### config.mk
export PLATFORM = sky130hd
export DESIGN_NAME = cdic_sector_receiver
export DESIGN_NICKNAME = d
export VERILOG_FILES = /design/src/rtl/cdic_sector_receiver.sv
export SDC_FILE = /design/constraint.sdc
export NUM_CORES = 1
export LEC_CHECK = 0
export ABC_AREA = 1
export CORE_ASPECT_RATIO = 1.5
export CORE_MARGIN = 1
export CORE_UTILIZATION = 30
export CTS_BUF_LIST = sky130_fd_sc_hd__clkbuf_2 sky130_fd_sc_hd__clkbuf_4 sky130_fd_sc_hd__clkbuf_8
export DETAILED_ROUTE_END_ITERATION = 6
export GPL_TIMING_DRIVEN = 0
export PLACE_DENSITY = 0.58
export SYNTH_ARGS = -nofsm -noshare
export SYNTH_HDL_FRONTEND = slang
export SYNTH_SLANG_ARGS = --single-unit
### constraint.sdc
create_clock -name clk -period 6.5 [get_ports clk]
set_input_delay 1.3 -clock clk [delete_from_list [all_inputs] [get_ports clk]]
set_output_delay 1.3 -clock clk [all_outputs]
set_load 0.005 [all_outputs]
### src/rtl/cdic_sector_receiver.sv
// CDIC sector receiver: seek/tick control and double-banked sector assembly
// with sync and length checking and header capture.
module cdic_sector_receiver #(
    parameter int TICK_DIV     = 400000,
    parameter int SECTOR_WORDS = 1188
) (
    input  logic        clk,
    input  logic        reset,
    input  logic        cmd_seek,
    input  logic [31:0] cmd_lba,
    input  logic        cmd_stop,
    input  logic        double_speed,
    output logic [31:0] seek_lba,
    output logic        seek_lba_valid,
    output logic        sector_tick,
    input  logic [15:0] cd_data,
    input  logic        cd_data_valid,
    input  logic        sector_delivered,
    output logic        buf_wr_en,
    output logic [11:0] buf_wr_addr,
    output logic [15:0] buf_wr_data,
    output logic        sector_done,
    output logic        sector_error,
    output logic        done_bank,
    output logic [23:0] header_msf,
    output logic [7:0]  header_mode,
    output logic        missed_sector
);
    localparam int CW = $clog2(TICK_DIV);
    localparam logic [CW-1:0] LIM_S = CW'(TICK_DIV - 1);
    localparam logic [CW-1:0] LIM_D = CW'(TICK_DIV / 2 - 1);
    localparam logic [10:0] SW = 11'(SECTOR_WORDS);

    typedef enum logic [1:0] {IDLE, WAIT, RECV, FINISH} state_t;

    state_t        state_q, state_d;
    logic [CW-1:0] cnt_q, cnt_d;
    logic          ds_q, ds_d;
    logic [10:0]   idx_q, idx_d;
    logic          bank_q, bank_d;
    logic          stream_q, stream_d;
    logic          sync_f_q, sync_f_d;
    logic          len_f_q, len_f_d;
    logic [15:0]   ms_q, ms_d;
    logic [15:0]   fm_q, fm_d;
    logic [31:0]   seek_lba_q, seek_lba_d;
    logic          seek_v_q, seek_v_d;
    logic          tick_q, tick_d;
    logic          wr_en_q, wr_en_d;
    logic [11:0]   wr_addr_q, wr_addr_d;
    logic [15:0]   wr_data_q, wr_data_d;
    logic          done_q, done_d;
    logic          err_q, err_d;
    logic          done_bank_q, done_bank_d;
    logic [23:0]   msf_q, msf_d;
    logic [7:0]    mode_q, mode_d;
    logic          missed_q, missed_d;
    logic          sync_bad;
    logic [CW-1:0] lim;

    always_comb begin
        state_d     = state_q;
        cnt_d       = cnt_q;
        ds_d        = ds_q;
        idx_d       = idx_q;
        bank_d      = bank_q;
        stream_d    = stream_q;
        sync_f_d    = sync_f_q;
        len_f_d     = len_f_q;
        ms_d        = ms_q;
        fm_d        = fm_q;
        seek_lba_d  = seek_lba_q;
        seek_v_d    = 1'b0;
        tick_d      = 1'b0;
        wr_en_d     = 1'b0;
        wr_addr_d   = wr_addr_q;
        wr_data_d   = wr_data_q;
        done_d      = 1'b0;
        err_d       = 1'b0;
        done_bank_d = done_bank_q;
        msf_d       = msf_q;
        mode_d      = mode_q;
        missed_d    = 1'b0;
        lim         = ds_q ? LIM_D : LIM_S;

        // Sync pattern occupies words 0..5, high byte first.
        sync_bad = 1'b0;
        if (idx_q == 11'd0) begin
            sync_bad = (cd_data != 16'h00FF);
        end else if (idx_q <= 11'd4) begin
            sync_bad = (cd_data != 16'hFFFF);
        end else if (idx_q == 11'd5) begin
            sync_bad = (cd_data != 16'hFF00);
        end

        if (state_q != IDLE) begin
            if (cnt_q == lim) begin
                cnt_d  = '0;
                tick_d = 1'b1;
                ds_d   = double_speed;
            end else begin
                cnt_d = cnt_q + 1'b1;
            end
        end
        missed_d = tick_d && (state_q == WAIT) && stream_q;

        if (cmd_seek) begin
            seek_lba_d = cmd_lba;
            seek_v_d   = 1'b1;
            cnt_d      = '0;
            tick_d     = 1'b0;
            missed_d   = 1'b0;
            ds_d       = double_speed;
            stream_d   = 1'b0;
            idx_d      = '0;
            sync_f_d   = 1'b0;
            len_f_d    = 1'b0;
            state_d    = WAIT;
        end else if (cmd_stop) begin
            cnt_d    = '0;
            tick_d   = 1'b0;
            missed_d = 1'b0;
            idx_d    = '0;
            sync_f_d = 1'b0;
            len_f_d  = 1'b0;
            state_d  = IDLE;
        end else begin
            unique case (state_q)
                IDLE: ;
                WAIT, RECV: begin
                    if (cd_data_valid) begin
                        state_d = RECV;
                        if (idx_q < SW) begin
                            wr_en_d   = 1'b1;
                            wr_addr_d = {bank_q, idx_q};
                            wr_data_d = cd_data;
                            idx_d     = idx_q + 1'b1;
                            if (sync_bad) sync_f_d = 1'b1;
                            if (idx_q == 11'd6) ms_d = cd_data;
                            if (idx_q == 11'd7) fm_d = cd_data;
                        end else begin
                            len_f_d = 1'b1;
                        end
                    end
                    if (sector_delivered) state_d = FINISH;
                end
                FINISH: begin
                    done_d      = 1'b1;
                    err_d       = sync_f_q | len_f_q | (idx_q != SW);
                    done_bank_d = bank_q;
                    msf_d       = {ms_q, fm_q[15:8]};
                    mode_d      = fm_q[7:0];
                    bank_d      = ~bank_q;
                    stream_d    = 1'b1;
                    sync_f_d    = 1'b0;
                    len_f_d     = 1'b0;
                    idx_d       = '0;
                    state_d     = WAIT;
                end
            endcase
        end
    end

    always_ff @(posedge clk or posedge reset) begin
        if (reset) begin
            state_q     <= IDLE;
            cnt_q       <= '0;
            ds_q        <= 1'b0;
            idx_q       <= '0;
            bank_q      <= 1'b0;
            stream_q    <= 1'b0;
            sync_f_q    <= 1'b0;
            len_f_q     <= 1'b0;
            ms_q        <= '0;
            fm_q        <= '0;
            seek_lba_q  <= '0;
            seek_v_q    <= 1'b0;
            tick_q      <= 1'b0;
            wr_en_q     <= 1'b0;
            wr_addr_q   <= '0;
            wr_data_q   <= '0;
            done_q      <= 1'b0;
            err_q       <= 1'b0;
            done_bank_q <= 1'b0;
            msf_q       <= '0;
            mode_q      <= '0;
            missed_q    <= 1'b0;
        end else begin
            state_q     <= state_d;
            cnt_q       <= cnt_d;
            ds_q        <= ds_d;
            idx_q       <= idx_d;
            bank_q      <= bank_d;
            stream_q    <= stream_d;
            sync_f_q    <= sync_f_d;
            len_f_q     <= len_f_d;
            ms_q        <= ms_d;
            fm_q        <= fm_d;
            seek_lba_q  <= seek_lba_d;
            seek_v_q    <= seek_v_d;
            tick_q      <= tick_d;
            wr_en_q     <= wr_en_d;
            wr_addr_q   <= wr_addr_d;
            wr_data_q   <= wr_data_d;
            done_q      <= done_d;
            err_q       <= err_d;
            done_bank_q <= done_bank_d;
            msf_q       <= msf_d;
            mode_q      <= mode_d;
            missed_q    <= missed_d;
        end
    end

    assign seek_lba       = seek_lba_q;
    assign seek_lba_valid = seek_v_q;
    assign sector_tick    = tick_q;
    assign buf_wr_en      = wr_en_q;
    assign buf_wr_addr    = wr_addr_q;
    assign buf_wr_data    = wr_data_q;
    assign sector_done    = done_q;
    assign sector_error   = err_q;
    assign done_bank      = done_bank_q;
    assign header_msf     = msf_q;
    assign header_mode    = mode_q;
    assign missed_sector  = missed_q;
endmodule

==> results of run 1 <==
[sequential cells by signal, summed over array words and instances (netlist names), 2 cells and up]
register	cells
header_mode	8
ms_q	16
header_msf	24
cnt_q	19
idx_q	11
buf_wr_addr	12
fm_q	16
state_q	2
buf_wr_data	16
seek_lba	32
[path summary, 6_finish.rpt]
check                      startpoint             to  slack (ns)  cells past startpoint
max reg2reg                state_q[0]  header_msf[5]        4.19                      7
min                            bank_q         bank_q        0.47                      1
max                          cmd_seek  header_msf[5]        3.55                      8
min reg2reg                    bank_q         bank_q        0.47                      1
min in group asynchronous       reset      done_bank        1.28                      2
max in group asynchronous       reset   seek_lba[30]        4.34                      3
[cells by family after synthesis]
family,Yosys count,share of synthesized area
xor gates and xnor gates,11,0.0128
AOI/OAI and AO/OA,58,0.0403
DFF,168,0.558
adders and majority gates,9,0.0149
and+or+nand+nor,582,0.315
buffers and inverters,101,0.0598
[power by group through the flow]
| stage | clock, µW | combinational [µW] | sequential (µW) |
|---|---|---|---|
| final | 707 | 312 | 1140 |
| after global routing | 767 | 348 | 1150 |
| after CTS | 730 | 318 | 1150 |
| after detailed placement | 0 | 318 | 1160 |
| after global placement | 0 | 312 | 1170 |
| after floorplan | 0 | 116 | 1170 |
[worst max-delay path, delay by kind of cell]
family                 cells  cell delay, ns
buffers and inverters      4            1.13
AND/OR/NAND/NOR            4            0.88
[cell type report]
type,count,area [µm²],area share
Tap cell,324,405,0.0411
Antenna cell,1,2.50,0.000254
Inverter,66,258,0.0261
Multi-Input combinational cell,660,2880,0.292
Clock inverter,14,114,0.0115
Sequential cell,168,4200,0.426
Clock buffer,18,248,0.0251
Buffer,35,200,0.0203
Timing Repair Buffer,153,1550,0.157
[metrics by stage]
step / area [µm²] / power [µW] / hold slack [ns] / worst slack, ns
2_1_floorplan: 7540 / 1280 / 0.442 / 0.653
3_3_place_gp: 9470 / 1480 / 0.452 / -1.81
3_5_place_dp: 9500 / 1480 / 0.458 / 3.09
4_1_cts: 9860 / 2190 / 0.476 / 3.61
5_1_grt: 9860 / 2270 / 0.496 / 3.39
6_report: 9860 / 2160 / 0.471 / 3.55
[cell usage in the layout, fill, tap and decap left out, types with 16 or more instances in the layout]
cell type and count:
sky130_fd_sc_hd__nor2_1 56, sky130_fd_sc_hd__nand2_1 419, sky130_fd_sc_hd__clkdlybuf4s50_1 152, sky130_fd_sc_hd__nor3_1 17, sky130_fd_sc_hd__inv_1 60, sky130_fd_sc_hd__clkbuf_8 18, sky130_fd_sc_hd__dfrtp_1 168, sky130_fd_sc_hd__o21ai_0 19
sky130_fd_sc_hd__buf_2 16, sky130_fd_sc_hd__nand3_1 66, sky130_fd_sc_hd__o21ai_1 28
[metal layers]
layer / track usage / share of wire / up-vias
met5: 0 / 0 / -
met2: 0.306 / 0.52 / 170
met1: 0.194 / 0.41 / 3058
met4: 0.0853 / 0.032 / 0
li1: - / - / 3253
met3: 0.0305 / 0.036 / 41
==> impl_results.md, run 1 <==
* Run status: completed
* Synthesized Nets at 993
* Fraction of layout cells with a size suffix above 1 at 0.0628
* Placer Congestion at 0.880
* Post-DR wirelength/cell at 14.6 µm
* Proportion of synthesized flip-flops having asynchronous set or reset at 1.00
* Core box area at 24500 µm²
* Data arrival time of the critical path at between 3 and 4 ns
* Fin crit period at 2.95 ns
* Final sum of negative setup slack at 0 ns
* Max-Slew Margin vs Limit at 0.567
* Top FF cell, synth: sky130_fd_sc_hd__dfrtp_1
* Final-report hold violation count at 0
* Number of standard-cell rows in the floorplan at 70
* Crit path cell chain: clkdlybuf4s50_1, nor2_2, inv_1, nor2_2, inv_2, clkbuf_1, nand2_1, nand2_1
* Cell with the largest stage delay on the worst path: sky130_fd_sc_hd__nor2_2
* Actual transition at the worst max-transition pin at 0.649 ns
* Synth-to-Final Area Change at 30.9%
* Top post-synthesis cells by count: sky130_fd_sc_hd__nand2_1, sky130_fd_sc_hd__dfrtp_1, sky130_fd_sc_hd__nand3_1, sky130_fd_sc_hd__inv_1, sky130_fd_sc_hd__nor2_1
* Area share of the largest cell type after synthesis at 0.558
* Via count of the routed design at 6522
* Post-layout nets at approximately 1200
* Effective utilization at floorplan at 0.307
* Number of buffers added by the clock tree synthesis step at 17
* Max Cap Violations at 0
* Required time reported for the critical path endpoint at 6.87 ns
* Fillcell total at 2560
* Die extent in x at 131 µm
* Post-Route Skew at 0.0144 ns
* Total of endpoints with negative setup slack in the final report at 0
* Cell chosen for the clock root: sky130_fd_sc_hd__clkbuf_8
* Pin count of the biggest net entering global routing at 96
* Hpwl dp at 15400 µm
* Maximum fanout along the worst path at 10
* Internal power contribution at 1550 µW
* GR Util All Layers at 0.171
* FF+latch count, synth at 168
* Maximum buffer depth of the clock tree at 2
* Clock network latency to the later pin of the worst-skew pair at approximately 0.47 ns
* Total of cells resized after clock tree synthesis at 0
* Maximum clock rate at around 0.34 GHz
* Count of cell types in the netlist at 32
* CTS Hold Bufs at 0
* Clock tree from TritonCTS: yes
* Antenna violations before repair at 1
* Setup repair bufs after CTS at 0
* Cell types occupying the most area after synthesis: sky130_fd_sc_hd__dfrtp_1, sky130_fd_sc_hd__nand2_1, sky130_fd_sc_hd__nand3_1
* Drt initial violations at 406
* Sequential Power Share at 0.529
* Detailed-route DRC error count at 0
* Vias in the first global route at around 6600
* Via-per-instance ratio at about 4.5
* Crit share post-route at 0.453
* Switching power summed over all nets at 610 µW
* Area of the die at ~26000 µm²
* Htree depth at 4
* Pwr dens at 219 nW/µm²
* Worst hold path class: reg2reg
* EDFF count, synth at 0
* Total number of yosys warnings at 0
* Cell with the most instances after synthesis: sky130_fd_sc_hd__nand2_1
* Sw Ratio at 0.282
* Synthesized area per cell at 8.11 µm²
* Port bufs at 152
* Detail Route Antenna Nets at 0
* Die H at a little under 200 µm
* Final max-slew violation count at 0
* Fin cells at 1439
* Logic pwr share at 0.144
* CP max stage delay at 0.51 ns
* Mapped Area at 7540 µm²
* Wire length of the first global-routing pass at 34200 µm
* I/O Pins at 154
* Crit path capture type: flop
* Power share of the clock group at 0.327
* WL final at 21100 µm
* Number of instances in the synthesized netlist at 929
* Sequential fraction of the synthesis area at 0.558
* Static Leakage at 0.00482 µW
* RSZ-0062 raised after global routing: false
* Drt pass-1 iters at 6
* Core occupancy in the finished layout at 0.402
* Post-Place Cells at between 1000 and 1500
* Launching element type of the critical path: input pin
* Clock sink total at 168
* Total global routing overflow at 0
* Clock transition at the registers of the reported paths at 0.09 ns
* Area leader, netlist: sky130_fd_sc_hd__dfrtp_1
* Peak VDD IR at 0.137 mV
* Category of the most critical setup path: in2reg
No activity file was read; power rests on OpenSTA's default activity.
==> run 2: changes to the inputs <==
PLACE_DENSITY = 0.6   (was 0.58)
clock period = 2.4 ns   (was 6.5 ns; I/O delays follow)
==> run 2 against run 1 <==
  * Critical endpoint is now ms_q[0]
  * Final cell count increased by 0.21%
  * Sequential share of layout area decreased by 0.53 points
  * Core utilization increased by 0.51 points
  * Sequential power increased to 2.7 times the previous value
  * Via count about the same
==> impl_results.md, run 2 (synthesized netlist as in run 1, its figures left out) <==
* Run status: completed (unchanged)
* Area of the die at 25800 µm² (unchanged)
* CP max stage delay at 0.41 ns (was 0.51 ns)
* Post-layout nets at 1168 (was 1165)
* Launching element type of the critical path: flop (was input pin)
* Final max-slew violation count at 0 (unchanged)
* Die extent in x at 131 µm (unchanged)
* Met2 GRT Util at 0.311 (was 0.306)
* Port bufs at 152 (unchanged)
* Drt initial violations at 307 (was 406)
* Synth-to-Final Area Change at 32.5% (was 30.9%)
* Post-DR wirelength/cell at 14.5 µm (was 14.6 µm)
* Crit share post-route at 0.842
* Required time reported for the critical path endpoint at 2.80 ns (was 6.87 ns)
* Pwr dens at 614 nW/µm² (was 219 nW/µm²)
* Crit path capture type: flop (unchanged)
* Pin count of the biggest net entering global routing at 43 (was 96)
* Most used cells in the layout excluding fill and tap cells: sky130_fd_sc_hd__nand2_1, sky130_fd_sc_hd__dfrtp_1, sky130_fd_sc_hd__clkdlybuf4s50_1 (unchanged)
* Core occupancy in the finished layout at 0.407 (was 0.402)
* Fraction of layout cells with a size suffix above 1 at 0.0654 (was 0.0628)
* Antenna violations before repair at 1 (unchanged)
* Cell chosen for the clock root: sky130_fd_sc_hd__clkbuf_8 (unchanged)
* Maximum fanout along the worst path at 10 (unchanged)
* I/O Pins at 154 (unchanged)
* Most frequent standard cell in the layout excluding fill and tap cells: sky130_fd_sc_hd__nand2_1 (unchanged)
* Clock tree from TritonCTS: yes (unchanged)
* Number of buffers added by the clock tree synthesis step at 17 (unchanged)
* Die H at 196 µm (unchanged)
* Crit path cell chain: clkbuf_1, inv_1, ha_1, nand2_1, nor2_1, clkbuf_1, nand3_1, nand2_1 (was clkdlybuf4s50_1, nor2_2, inv_1, nor2_2, inv_2, clkbuf_1, nand2_1, nand2_1)
* Clock transition at the registers of the reported paths at 0.10 ns (was 0.09 ns)
* Instance area after placement at 9550 µm² (was 9500 µm²)
* Total of endpoints with negative setup slack in the final report at 0 (unchanged)
* Actual transition at the worst max-transition pin at 0.596 ns (was 0.649 ns)
* Via count of the routed design at 6518 (was 6522)
* Placer Congestion at 0.876 (was 0.880)
* Post-layout total power at 6140 µW (was 2160 µW)
* Worst hold path class: in2async (was reg2reg)
* Hpwl dp at 15800 µm (was 15400 µm)
* Final-report hold violation count at 0 (unchanged)
* Number of flip-flops under the largest register name at 32 (unchanged)
* Data arrival time of the critical path at 2.42 ns (was 3.31 ns)
* Wire length of the first global-routing pass at 34100 µm (was 34200 µm)
* Cell with the largest stage delay on the worst path: sky130_fd_sc_hd__dfrtp_1 (was sky130_fd_sc_hd__nor2_2)
* Clock sink total at 168 (unchanged)
* Max-Slew Margin vs Limit at 0.602 (was 0.567)
* Clock network latency to the later pin of the worst-skew pair at 0.47 ns (about the same)
* Global routing usage on met1 at 0.185 (was 0.194)
* Maximum clock rate at 0.495 GHz
* Peak VDD IR at 0.381 mV (was 0.137 mV)
* R2R Setup Slk at 0.38 ns (was 4.19 ns)
* Detailed-route DRC error count at 0 (unchanged)
* Category of the most critical setup path: reg2reg (was in2reg)
* Via-per-instance ratio at 4.52 (was 4.53)
* Fin crit period at 2.02 ns
* Effective utilization at floorplan at 0.307 (unchanged)
* Core box area at 24500 µm² (unchanged)
* Global routing met3 resource utilization at 0.0313 (was 0.0305)
* Setup repair bufs after CTS at 0 (unchanged)
* Max Cap Violations at 0 (unchanged)
* Total global routing overflow at 0 (unchanged)
* Post-route standard cell area excluding fillers at 9990 µm² (was 9860 µm²)
* Drt pass-1 iters at 4 (was 6)
* Htree depth at 4 (unchanged)
* Vias in the first global route at 6581 (was 6614)
* Number of standard-cell rows in the floorplan at 70 (unchanged)
* Detail Route Antenna Nets at 0 (unchanged)
* WL final at 20900 µm (was 21100 µm)
* Maximum buffer depth of the clock tree at 2 (unchanged)
* GR Util All Layers at 0.169 (was 0.171)
* Post-Route Skew at 0.0145 ns (was 0.0144 ns)
* Static Leakage at 0.00489 µW (was 0.00482 µW)
* RSZ-0062 raised after global routing: false (unchanged)
* Global route hottest layer: met2 (unchanged)
-- run 2: worst paths after layout --
| kind | start | end | depth (start not counted) |
|---|---|---|---|
| max | idx_q[0] | ms_q[0] | 8 |
| max in group asynchronous | reset | buf_wr_data[7] | 4 |
| max reg2reg | idx_q[0] | ms_q[0] | 8 |
| min in group clk | cmd_stop | idx_q[5] | 4 |
| min reg2reg | header_msf[4] | header_msf[4] | 2 |
| min | reset | missed_sector | 2 |
-- run 2: per-stage QoR --
step           setup slack [ns]  hold slack [ns]  cells  setup TNS, ns
6_report                  0.380            0.429   1442              0
5_1_grt                   0.152            0.443   1442              0
4_1_cts                   0.206            0.407   1441              0
3_5_place_dp            -0.0449            0.458   1409         -0.360
3_3_place_gp              -1.72            0.453   1405        -284.43
2_1_floorplan            -0.221            0.442    929         -37.08
-- run 2: where the power goes --
part	switching [µW]	internal, µW
Combinational	404	454
Clock	1130	1040
Sequential	104	3000
-- run 2: layer usage --
layer,vias to the layer above,share of wire
li1,3261,-
met1,3078,0.41
met2,143,0.53
met3,36,0.030
met4,0,0.030
met5,-,0
-- run 2: area by class of cell --
cell class,count,area (µm²)
inverters,66,254
plain buffers,35,200
clock inverters,12,158
flip-flops and latches,168,4200
clock buffers,20,275
multi-input cells,660,2890
well taps,324,405
fillers,2585,14500
repair buffers,156,1600
diodes,1,2.50
-- run 2: critical path: cells and delay by family (launching register included) --
family / cells / cell delay, ns
buffers and inverters: 3 / 0.79
and+or+nand+nor: 4 / 0.58
adders and majority gates: 1 / 0.16
DFF: 1 / 0.41
-- run 2: timing repair --
item                       in CTS  in global routing
resized for setup               0                  1
setup endpoints to repair       0                  1
hold buffers                    0                  0
==> run 3: changes to the inputs <==
clock period = 1.7 ns   (was 2.4 ns; I/O delays follow)
==> run 3 against run 2 <==
  * The flow now finishes with violations (setup timing)
  * Fmax grew 15%
  * Largest power group unchanged
  * Total power grew 43%
  * Worst hold slack lost 0.14 ns
  * Count of clock-buffer cells in the layout is the same
  * Global-route usage grew 0.19 points
==> impl_results.md, run 3 (synthesized netlist as in run 1, its figures left out) <==
* Run status: finished, violations left (was completed)
* Violated checks: setup timing
* Most frequent standard cell in the layout excluding fill and tap cells: sky130_fd_sc_hd__nand2_1 (unchanged)
* Pin count of the biggest net entering global routing at 43 (unchanged)
* FF+latch area at 4210 µm² (was 4200 µm²)
* Crit path capture type: flop (unchanged)
* Required time reported for the critical path endpoint at 2.11 ns (was 2.80 ns)
* R2R Setup Slk at -0.05 ns (was 0.38 ns)
* Pwr dens at 797 nW/µm² (was 614 nW/µm²)
* Max-Slew Margin vs Limit at 0.605 (was 0.602)
* Cell chosen for the clock root: sky130_fd_sc_hd__clkbuf_8 (unchanged)
* Number of standard-cell rows in the floorplan at 70 (unchanged)
* Via count of the routed design at 6865 (was 6518)
* RSZ-0062 raised after global routing: true (was false)
* Hpwl dp at 15800 µm (unchanged)
* Max Cap Violations at 0 (unchanged)
* Worst hold path class: in2async (unchanged)
* Drt initial violations at 383 (was 307)
* Total of endpoints with negative setup slack in the final report at 24 (was 0)
* Fin crit period at 1.75 ns (was 2.02 ns)
* Post-Place Cells at 1409 (unchanged)
* Peak VDD IR at 0.534 mV (was 0.381 mV)
* Final max-slew violation count at 0 (unchanged)
* Static Leakage at 0.00598 µW (was 0.00489 µW)
* Most used cells in the layout excluding fill and tap cells: sky130_fd_sc_hd__nand2_1, sky130_fd_sc_hd__dfrtp_1, sky130_fd_sc_hd__dlygate4sd2_1 (was sky130_fd_sc_hd__nand2_1, sky130_fd_sc_hd__dfrtp_1, sky130_fd_sc_hd__clkdlybuf4s50_1)
* Clock tree from TritonCTS: yes (unchanged)
* Post-DR wirelength/cell at 14.7 µm (was 14.5 µm)
* Area of the die at 25800 µm² (unchanged)
* Wire length of the first global-routing pass at 34600 µm (was 34100 µm)
* Placer Congestion at 0.876 (unchanged)
* Fillcell total at 2518 (was 2585)
* Number of buffers added by the clock tree synthesis step at 17 (unchanged)
* Startpoint of the worst-slack reg-to-reg timing path: idx_q[3] (was idx_q[0])
* Clock sink total at 168 (unchanged)
* Drt pass-1 iters at 4 (unchanged)
* WL final at 22200 µm (was 20900 µm)
* Path depth of the worst reg2reg path at 11 (was 8)
* Category of the most critical setup path: reg2reg (unchanged)
* Maximum buffer depth of the clock tree at 2 (unchanged)
* Via-per-instance ratio at 4.56 (was 4.52)
* Vias in the first global route at 6697 (was 6581)
* Clock transition at the registers of the reported paths at 0.10 ns (about the same)
* Effective utilization at floorplan at 0.307 (unchanged)
* Clock network latency to the later pin of the worst-skew pair at 0.47 ns (about the same)
* Die extent in x at 131 µm (unchanged)
* Maximum clock rate at 0.571 GHz (was 0.495 GHz)
* Detailed-route DRC error count at 0 (unchanged)
* Post-layout worst setup margin at -0.0507 ns (was 0.380 ns)
* Post-Route Skew at 0.0153 ns (was 0.0145 ns)
* Worst r2r dst: fm_q[13] (was ms_q[0])
* Antenna violations before repair at 1 (unchanged)
* Detail Route Antenna Nets at 0 (unchanged)
* Crit share post-route at 1.03 (was 0.842)
* Worst setup slack before clock tree synthesis at -0.605 ns (was -0.0449 ns)
* Die H at 196 µm (unchanged)
* Synth-to-Final Area Change at 46.0% (was 32.5%)
* Htree depth at 4 (unchanged)
* Final-report hold violation count at 0 (unchanged)
* Core box area at 24500 µm² (unchanged)
* Maximum fanout along the worst path at 8 (was 10)
* Actual transition at the worst max-transition pin at 0.591 ns (was 0.596 ns)
* Port bufs at 152 (unchanged)
* Total global routing overflow at 0 (unchanged)
* Area of the multi-input gates at 3260 µm² (was 2890 µm²)
* Number of flip-flops under the largest register name at 32 (unchanged)
* Launching element type of the critical path: flop (unchanged)
* GR Util All Layers at 0.171 (was 0.169)
* Fraction of layout cells with a size suffix above 1 at 0.196 (was 0.0654)
* Fin cells at 1505 (was 1442)
* Post-layout nets at 1231 (was 1168)
* Data arrival time of the critical path at 2.16 ns (was 2.42 ns)
* I/O Pins at 154 (unchanged)
[run 3: cell types whose count changed in the layout (fill, tap and decap cells not counted), moves of 23 or more]
cell / before / now
sky130_fd_sc_hd__nand3_1: 66 / 39
sky130_fd_sc_hd__clkdlybuf4s50_1: 152 / 56
sky130_fd_sc_hd__nand2_1: 419 / 387
sky130_fd_sc_hd__dlygate4sd2_1: 0 / 75
sky130_fd_sc_hd__buf_4: 1 / 60
sky130_fd_sc_hd__nand2_2: 1 / 27
sky130_fd_sc_hd__nand3_2: 0 / 23
[run 3: metal layers]
layer	routed length [µm]	vias up	share of wire	global-route usage
met5	0	-	0	0
met4	630	0	0.028	0.0693
met3	675	37	0.030	0.0328
met2	11900	152	0.54	0.317
met1	8910	3282	0.40	0.189
li1	-	3394	-	-
[run 3: power by group]
group | internal (µW) | leakage [µW] | switching [µW] | total (µW)
clock | 1470 | 0.000213 | 1600 | 3070
sequential | 4230 | 0.00224 | 139 | 4370
combinational | 675 | 0.00353 | 656 | 1330
total | 6380 | 0.00598 | 2390 | 8770
[run 3: stage by stage]
| stage | setup TNS [ns] | utilization | power, µW | instance area (µm²) | hold WS (ns) |
|---|---|---|---|---|---|
| after global routing | -6.33 | 0.449 | 9170 | 11000 | 0.300 |
| after global placement | -443.77 | 0.386 | 5650 | 9470 | 0.453 |
| final | -0.498 | 0.449 | 8770 | 11000 | 0.290 |
| after detailed placement | -63.92 | 0.389 | 5690 | 9550 | 0.458 |
| after CTS | 0 | 0.417 | 8790 | 10200 | 0.267 |
| after floorplan | -131.16 | - | 4900 | 7540 | 0.371 |
[run 3: area by class of cell]
class	count	area share
clock inverters	12	0.0143
inverters	66	0.0240
well taps	324	0.0368
diodes	1	0.000227
flip-flops and latches	168	0.383
plain buffers	35	0.0297
multi-input cells	660	0.296
repair buffers	219	0.191
clock buffers	20	0.0250
[run 3: how the worst max path moves through the flow]
| stage | start | end | slack (ns) | depth (start not counted) |
|---|---|---|---|---|
| floorplan | reset | bank_q | -0.78 | 1 |
| global placement | reset | buf_wr_data[1] | -2.28 | 2 |
| detailed placement | cmd_seek | header_msf[8] | -0.60 | 8 |
| CTS | header_msf[7] | header_msf[7] | 0.0005 | 1 |
| global route | idx_q[3] | fm_q[13] | -0.14 | 11 |
| finish | idx_q[3] | fm_q[13] | -0.05 | 11 |
[run 3: repair_timing]
| action | CTS | global route |
|---|---|---|
| endpoints found under the hold margin | 0 | 0 |
| cloned | 2 | 4 |
| gates resized for setup | 110 | 162 |
| endpoints found under the setup margin | 213 | 145 |
| buffers inserted | 29 | 28 |
| pin swaps | 4 | 44 |
| hold buffers | 0 | 0 |
[run 3: worst max-delay path, cell delays in order, from the launching register on]
cell and delay (ns):
sky130_fd_sc_hd__dfrtp_2 0.49, sky130_fd_sc_hd__nor2_4 0.14, sky130_fd_sc_hd__nand3_2 0.06, sky130_fd_sc_hd__nand2_1 0.07
sky130_fd_sc_hd__nand2_2 0.06, sky130_fd_sc_hd__nand2_2 0.08, sky130_fd_sc_hd__nand2_4 0.08, sky130_fd_sc_hd__nor2_8 0.23
sky130_fd_sc_hd__buf_12 0.18, sky130_fd_sc_hd__buf_8 0.13, sky130_fd_sc_hd__nand3_2 0.08, sky130_fd_sc_hd__nand2_2 0.08
